[config.mk]
export PLATFORM = sky130hd
export DESIGN_NAME = minmax_frame_ctrl
export DESIGN_NICKNAME = d
export VERILOG_FILES = /design/src/rtl/minmax_pkg.sv /design/src/rtl/minmax_acc.sv /design/src/rtl/minmax_frame_ctrl.sv
export SDC_FILE = /design/constraint.sdc
export NUM_CORES = 1
export LEC_CHECK = 0
export CAP_MARGIN = 40
export CORE_MARGIN = 10
export CORE_UTILIZATION = 45
export CTS_BUF_LIST = sky130_fd_sc_hd__clkbuf_8
export CTS_CLUSTER_SIZE = 10
export DETAILED_ROUTE_END_ITERATION = 12
export GPL_TIMING_DRIVEN = 0
export MAX_ROUTING_LAYER = met4
export PLACE_DENSITY = 0.74
export SYNTH_ARGS = -nofsm -noshare
export SYNTH_HDL_FRONTEND = slang
export SYNTH_HIERARCHICAL = 1
export SYNTH_SLANG_ARGS = --single-unit
[constraint.sdc]
create_clock -name clk -period 6.2 [get_ports clk]
set_clock_uncertainty 0.1 [all_clocks]
set_input_delay 1.86 -clock clk [delete_from_list [all_inputs] [get_ports clk]]
set_output_delay 1.86 -clock clk [all_outputs]
set_load 0.005 [all_outputs]
[src/rtl/minmax_pkg.sv]
// Shared types and default widths for the min/max frame reduction block.
// Imported by minmax_acc and minmax_frame_ctrl.
package minmax_pkg;

   localparam int DATA_DEF  = 8;
   localparam int LEN_W_DEF = 8;

   typedef enum logic [1:0] {
      IDLE,
      SCAN,
      DONE
   } state_t;

endpackage

[src/rtl/minmax_acc.sv]
// Running min/max accumulator, with optional argmin/argmax registers.
// Index tracking is built only when MINMAX_IDX_EN is defined.
module minmax_acc
   import minmax_pkg::*;
#(
   parameter int DATA  = DATA_DEF
`ifdef MINMAX_IDX_EN
  ,parameter int LEN_W = LEN_W_DEF
`endif
) (
   input  logic             clk,
   input  logic             rst,
   input  logic             load,
   input  logic             en,
   input  logic [DATA-1:0]  din,
`ifdef MINMAX_IDX_EN
   input  logic [LEN_W-1:0] idx,
   output logic [LEN_W-1:0] min_idx,
   output logic [LEN_W-1:0] max_idx,
`endif
   output logic [DATA-1:0]  min_val,
   output logic [DATA-1:0]  max_val
);

   // NOTE: non-blocking assignments so every compare sees the pre-edge min/max.
   always_ff @(posedge clk) begin
      if (rst) begin
         min_val <= '0;
         max_val <= '0;
      end else if (load) begin
         min_val <= din;
         max_val <= din;
      end else if (en) begin
         // Strict compares: an equal sample never displaces the earlier winner.
         if (din < min_val) min_val <= din;
         if (din > max_val) max_val <= din;
      end
   end

`ifdef MINMAX_IDX_EN
   always_ff @(posedge clk) begin
      if (rst) begin
         min_idx <= '0;
         max_idx <= '0;
      end else if (load) begin
         min_idx <= idx;
         max_idx <= idx;
      end else if (en) begin
         if (din < min_val) min_idx <= idx;
         if (din > max_val) max_idx <= idx;
      end
   end
`endif

endmodule

[src/rtl/minmax_frame_ctrl.sv]
// Frame sequencer for a streaming min/max reduction (IDLE -> SCAN -> DONE).
// Define MINMAX_IDX_EN to add the min_idx/max_idx ports and index registers.
module minmax_frame_ctrl
   import minmax_pkg::*;
#(
   parameter int DATA  = DATA_DEF,
   parameter int LEN_W = LEN_W_DEF
) (
   input  logic             clk,
   input  logic             rst,
   input  logic             start,
   input  logic [LEN_W-1:0] len,
   input  logic             in_valid,
   output logic             in_ready,
   input  logic [DATA-1:0]  in_data,
   output logic             res_valid,
   input  logic             res_ready,
   output logic [DATA-1:0]  Min,
   output logic [DATA-1:0]  Max,
`ifdef MINMAX_IDX_EN
   output logic [LEN_W-1:0] min_idx,
   output logic [LEN_W-1:0] max_idx,
`endif
   output logic             busy
);

   state_t           state, state_nxt;
   logic [LEN_W-1:0] len_q;
   logic [LEN_W-1:0] count;
   logic             beat;
   logic             last_beat;
   logic             open_frame;

   assign in_ready   = (state == SCAN);
   assign res_valid  = (state == DONE);
   assign busy       = (state != IDLE);
   assign beat       = in_valid & in_ready;
   assign last_beat  = beat && (count == len_q - LEN_W'(1));
   assign open_frame = (state == IDLE) && start && (len != '0);

   always_ff @(posedge clk) begin
      if (rst) begin
         state <= IDLE;
         len_q <= '0;
         count <= '0;
      end else begin
         state <= state_nxt;
         if (open_frame) begin
            len_q <= len;
            count <= '0;
         end else if (beat) begin
            count <= count + LEN_W'(1);
         end
      end
   end

   // NOTE: default first so no path through the case leaves state_nxt unassigned (no latch).
   always_comb begin
      state_nxt = state;
      unique case (state)
         IDLE: if (open_frame) state_nxt = SCAN;
         SCAN: if (last_beat)  state_nxt = DONE;
         DONE: if (res_ready)  state_nxt = IDLE;
         default:              state_nxt = IDLE;
      endcase
   end

   minmax_acc #(
      .DATA  (DATA)
`ifdef MINMAX_IDX_EN
     ,.LEN_W (LEN_W)
`endif
   ) u_acc (
      .clk     (clk),
      .rst     (rst),
      .load    (beat && (count == '0)),
      .en      (beat && (count != '0)),
      .din     (in_data),
`ifdef MINMAX_IDX_EN
      .idx     (count),
      .min_idx (min_idx),
      .max_idx (max_idx),
`endif
      .min_val (Min),
      .max_val (Max)
   );

endmodule

======== Word-level counts from Yosys, hierarchy flattened ========
Cells that the tools add are included.
cells by class
  $add $sub $neg .......................... 2
  magnitude comparators ................... 2
  equality and inequality tests ........... 6
  mux-type cells .......................... 10
  bitwise operators ....................... 1
  reduce and logical (&&, ||, !) cells .... 17
operator list
  operator               count
  $mux W8                6
  $reduce_bool A8 Y1     2
  $add A8 B1 Y8 const B  1
  $eq A8 B8 Y1           1
  $gt A8 B8 Y1           1
  $logic_not A8 Y1       1
  $lt A8 B8 Y1           1
  $reduce_bool A2 Y1     4
  $sub A8 B1 Y8 const B  1
  $mux W2                3
  $pmux W2 S3            1
  $logic_and A1 B1 Y1    5
  $ne A2 B1 Y1 const B   2
  $reduce_and A2 Y1      2
  $reduce_and A3 Y1      1
  $eq A2 B1 Y1 const B   1
  $eq A2 B2 Y1 const B   1
  $logic_not A2 Y1       1
  $ne A2 B2 Y1 const B   1
  $reduce_or A2 Y1       1
  $and A1 B1 Y1          1
storage, ports and cells
  register bits after elaboration ......... 34
  input port bits ......................... 21
  output and inout bits ................... 19

======== Logic depth before layout (Yosys ltp) ========
  word-level depth ........................ 5
  depth in mapped cells ................... 8

======== Hierarchy ========
The synthesis kept the hierarchy.
modules (own cells, without submodules)
  module             instances  cells an instance  area an instance (um^2)  seq. area each (um^2)
  minmax_acc         1          114                1,133.6                  320.3
  minmax_frame_ctrl  1          119                1,074.8                  360.3

======== Worst setup path after synthesis ========
No wires, ideal clock.
  kind .................................... input -> register
  from .................................... input port in_data[6]
  to ...................................... register u_acc.min_val[0]
  library setup time ...................... 0.072 ns
  arrival time ............................ 3.149 ns
  required time ........................... 6.028 ns
  setup slack ............................. 2.879 ns
  cell stages on the path ................. 6
  path buffers ............................ 0
  cells stage by stage .................... ha_1 -> a21o_1 -> a22oi_1 -> a31oi_1 -> a41oi_4 -> mux2i_1
on the way
  word-level cells in the longest chain between the ends .. 3
ends and longest elaborated chain
  element                              line                     RTL
  start: declaration                   minmax_frame_ctrl.sv:15  input logic [DATA-1:0] in_data,
  $lt A8 B8 Y1                         minmax_acc.sv:35         if (din < min_val) min_val <= din;
  $reduce_bool A2 Y1 (no source line)  n/a
  $reduce_and A2 Y1 (no source line)   n/a
  end signal: assignment               minmax_acc.sv:31         min_val <= din;
  end signal: assignment               minmax_acc.sv:35
  end: declaration                     minmax_acc.sv:21         output logic [DATA-1:0] min_val,
No other way between the ends.
A chain may end at the register's enable or synchronous reset.

======== Worst setup path in the final report ========
  from .................................... input port in_data[7]
  to ...................................... register u_acc.max_val[1]
on the way
  word-level cells in the longest chain between the ends .. 3
ends and longest elaborated chain
  element                              line              RTL
  $gt A8 B8 Y1                         minmax_acc.sv:36  if (din > max_val) max_val <= din;
  $reduce_bool A2 Y1 (no source line)  n/a
  $reduce_and A2 Y1 (no source line)   n/a
  end signal: assignment               minmax_acc.sv:32  max_val <= din;
  end signal: assignment               minmax_acc.sv:36
  end: declaration                     minmax_acc.sv:22  output logic [DATA-1:0] max_val
No other way between the ends.

==> results.py <==
metrics = {
    "sta": {
        "tightestPinTransition_ns": 0.581,
        "setup_violations": 0,
        "rsz0062_at_grt": "no",
        "hold_viol": 0,
        "final.setup.tns_ns": 0,
        "slew_violations": 0,
        "max_freq_mhz": 265,
        "fin_crit_ns": 3.77,
        "timing.final.crit_share": 0.608,
        "relSlewSlack": 0.611,
    },
    "floorplanning": {
        "rows": 25,
        "die_w_um": 90.1,
        "dieArea_um2": 8110,
        "pin_count": 40,
        "die_height_um": 90.1,
        "start_util": 0.464,
        "core-area_um2": 4750,
    },
    "routing": {
        "drt_iter0_drc": 41,
        "vias": 1730,
        "via_per_inst": 4.99,
        "drc_errors": 0,
        "drtAntennaViolNets": 0,
        "drt_first_pass_iters": 4,
        "wl_mm": 4.61,
        "routed_wire_length_per_instance_um": 13.3,
    },
    "flow_run": {
        "drv_cap": 0,
    },
    "final_layout": {
        "fill_cells": 452,
        "design_area_um2": 2770,
        "stdcell_count": 347,
        "insertedDiodeCount": 0,
        "final_layout_size_suffix_gt1_frac": 0.132,
        "register_area_um2": 681,
        "synthToLayoutAreaGrowth_pct": 25.6,
        "nets": 318,
        "multi_input_area_um2": 1410,
    },
    "logic_synthesis": {
        "synthCells": 233,
        "yosys-top-cells-area": "dfxtp_1, mux2i_1, ha_1",
        "yosysTopAreaCell": "dfxtp_1",
        "synthSimpleGateAreaFrac": 0.262,
        "synth_top_area_frac": 0.308,
        "synthArstFlopShare": 0,
        "synth.area.mux_share": 0.109,
        "yosysMostFrequentCell": "dfxtp_1",
        "synth_xor_area_frac": 0.0635,
        "synth_compound_area_frac": 0.100,
        "synth_fa_ha_area_frac": 0.102,
        "yosys_warnings": 6,
        "syn_nets": 272,
        "ys_ff_latch": 34,
        "synth_area_um2": 2210,
        "synth_common_cells": "dfxtp_1, mux2i_1, inv_1",
        "synth_ff_type": "dfxtp_1",
        "synth_edf_count": 0,
        "synth_top_family_by_area": "simple AND/OR/NAND/NOR gates",
        "seq_area_frac_synth": 0.308,
        "synth_area_per_cell_um2": 9.48,
        "synth.distinct_cells": 50,
    },
    "worst_setup_path": {
        "cp-start-kind": "primary input",
        "startpoint": "in_data[7]",
        "reg2reg_to": "u_acc/max_val[1]$_SDFFE_PP0P_",
        "path_cells": "clkdlybuf4s50_1 > ha_1 > nand4_1 > o21ai_1 > a21oi_1 > nor3_4 > mux2i_1",
        "worstReg2RegStart": "count[0]$_SDFFE_PP0P_",
        "cp.arrival_ns": 3.88,
        "slowest_stage": "nor3_4",
        "path_class": "in2reg",
        "endpoint_kind": "flop",
        "cp.required_ns": 6.31,
        "worst-r2r-cell-count": 8,
        "ff2ff_setup_slack_ns": 4.01,
        "cp_slowest_stage_delay_ns": 0.51,
        "critical_path.max_fanout": 8,
    },
    "power": {
        "fin_total_pwr_w": 0.000517,
        "leakagePower_nw": 1.09,
        "ir_drop_mv": 0.115,
        "power.density_nw_per_um2": 187,
    },
    "cts": {
        "clk_path_buf_depth": 2,
        "cts_hold_buf": 0,
        "cts.sinks": 34,
        "path_clk_slew_ns": 0.07,
        "cts.root.buffer_cell": "clkbuf_8",
        "clk_latency_ns": 0.28,
        "cts_setup_buffers": 0,
        "cts_buffers": 5,
        "cts_tree": "yes",
        "htreeDepth": 2,
        "cts_resized": 0,
    },
    "place": {
        "placed_cells": 339,
        "dpl-instance-area_um2": 2680,
        "port_buffers": 39,
        "gp_congestion": 0.815,
        "place_hpwl_mm": 3.65,
    },
    "grt": {
        "antenna_found_initial": 0,
        "grt_pass1_wl_mm": 8.25,
        "grt_usage": 0.121,
        "grt_pass1_vias": 1838,
        "grt_max_degree": 11,
        "grt.overflow.total": 0,
    },
    "min_path": {
        "hp-class": "reg2reg",
        "worstHoldEndpoint": "u_acc/min_val[2]$_SDFFE_PP0P_",
        "whs_path_depth": 2,
        "min-delay-start": "u_acc/min_val[2]$_SDFFE_PP0P_",
    },
    "status": {
        "status": "finished, final reports clean",
    },
}
## worst max-delay path by stage
stage	to	slack, ns
6_report	u_acc/max_val[1]$_SDFFE_PP0P_	2.43
5_1_grt	u_acc/max_val[7]$_SDFFE_PP0P_	2.25
4_1_cts	u_acc/max_val[1]$_SDFFE_PP0P_	2.39
3_5_place_dp	u_acc/max_val[1]$_SDFFE_PP0P_	2.11
3_3_place_gp	u_acc/max_val[6]$_SDFFE_PP0P_	2.15
2_1_floorplan	u_acc/min_val[0]$_SDFFE_PP0P_	2.88
## where the power goes
part | total (W) | switching, W | internal (W)
Sequential | 0.000237 | 0.00000981 | 0.000228
Combinational | 0.000114 | 0.0000515 | 0.0000624
Clock | 0.000166 | 0.0000783 | 0.0000879
Total | 0.000517 | 0.000140 | 0.000378
## per-layer routing
| layer | part of all wire | routed length [µm] | track usage | vias up |
|---|---|---|---|---|
| li1 | - | - | - | 902 |
| met1 | 0.46 | 2110 | 0.137 | 789 |
| met2 | 0.49 | 2250 | 0.204 | 33 |
| met3 | 0.045 | 208 | 0.0357 | 6 |
| met4 | 0.0096 | 44 | 0.0318 | 0 |
| met5 | 0 | 0 | - | - |
## critical path: cells and delay by family
kind / cells / cell delay, ns
simple gates: 2 / 0.68
buf+inv: 1 / 0.47
fa+ha+maj: 1 / 0.36
mux: 1 / 0.25
compound gates: 2 / 0.24
## through the flow
step | util | hold WS, ns | worst slack [ns]
floorplan | - | 0.378 | 2.88
global placement | 0.564 | 0.377 | 2.15
detailed placement | 0.564 | 0.387 | 2.11
CTS | 0.583 | 0.397 | 2.39
global route | 0.583 | 0.422 | 2.25
finish | 0.583 | 0.392 | 2.43
## cell type report
| type | instances | share of cell area |
|---|---|---|
| Clock inverter | 2 | 0.00316 |
| Sequential cell | 34 | 0.245 |
| Timing Repair Buffer | 39 | 0.141 |
| Tap cell | 67 | 0.0302 |
| Multi-Input combinational cell | 171 | 0.507 |
| Inverter | 21 | 0.0284 |
| Buffer | 7 | 0.0158 |
| Clock buffer | 6 | 0.0298 |
## layout by cell type (no fill, tap or decap), types with 7 or more instances in the layout
cell type | netlist | routed
clkdlybuf4s50_1 | 0 | 39
dfxtp_1 | 34 | 34
mux2i_1 | 24 | 24
inv_1 | 21 | 22
nor2_1 | 18 | 18
ha_1 | 18 | 18
nand2b_1 | 13 | 13
nand2b_2 | 13 | 13
xnor2_1 | 11 | 11
a21oi_1 | 10 | 10
nand2_1 | 7 | 7
## cell families (layout without fill, tap and decap cells)
logic type | after synthesis | in the layout
buffers and inverters | 28 | 75
adder cells (fa/ha/maj) | 18 | 18
AO/OA/AOI/OAI | 27 | 27
XOR/XNOR | 16 | 16
multiplexers | 24 | 24
AND/OR/NAND/NOR | 86 | 86
flip-flops | 34 | 34
## sequential cells by signal, summed over array words and instances, names as in the netlist
signal	cells
u_acc/min_val	8
count	8
state	2
u_acc/max_val	8
len_q	8
(Power assumes the default switching activity.)
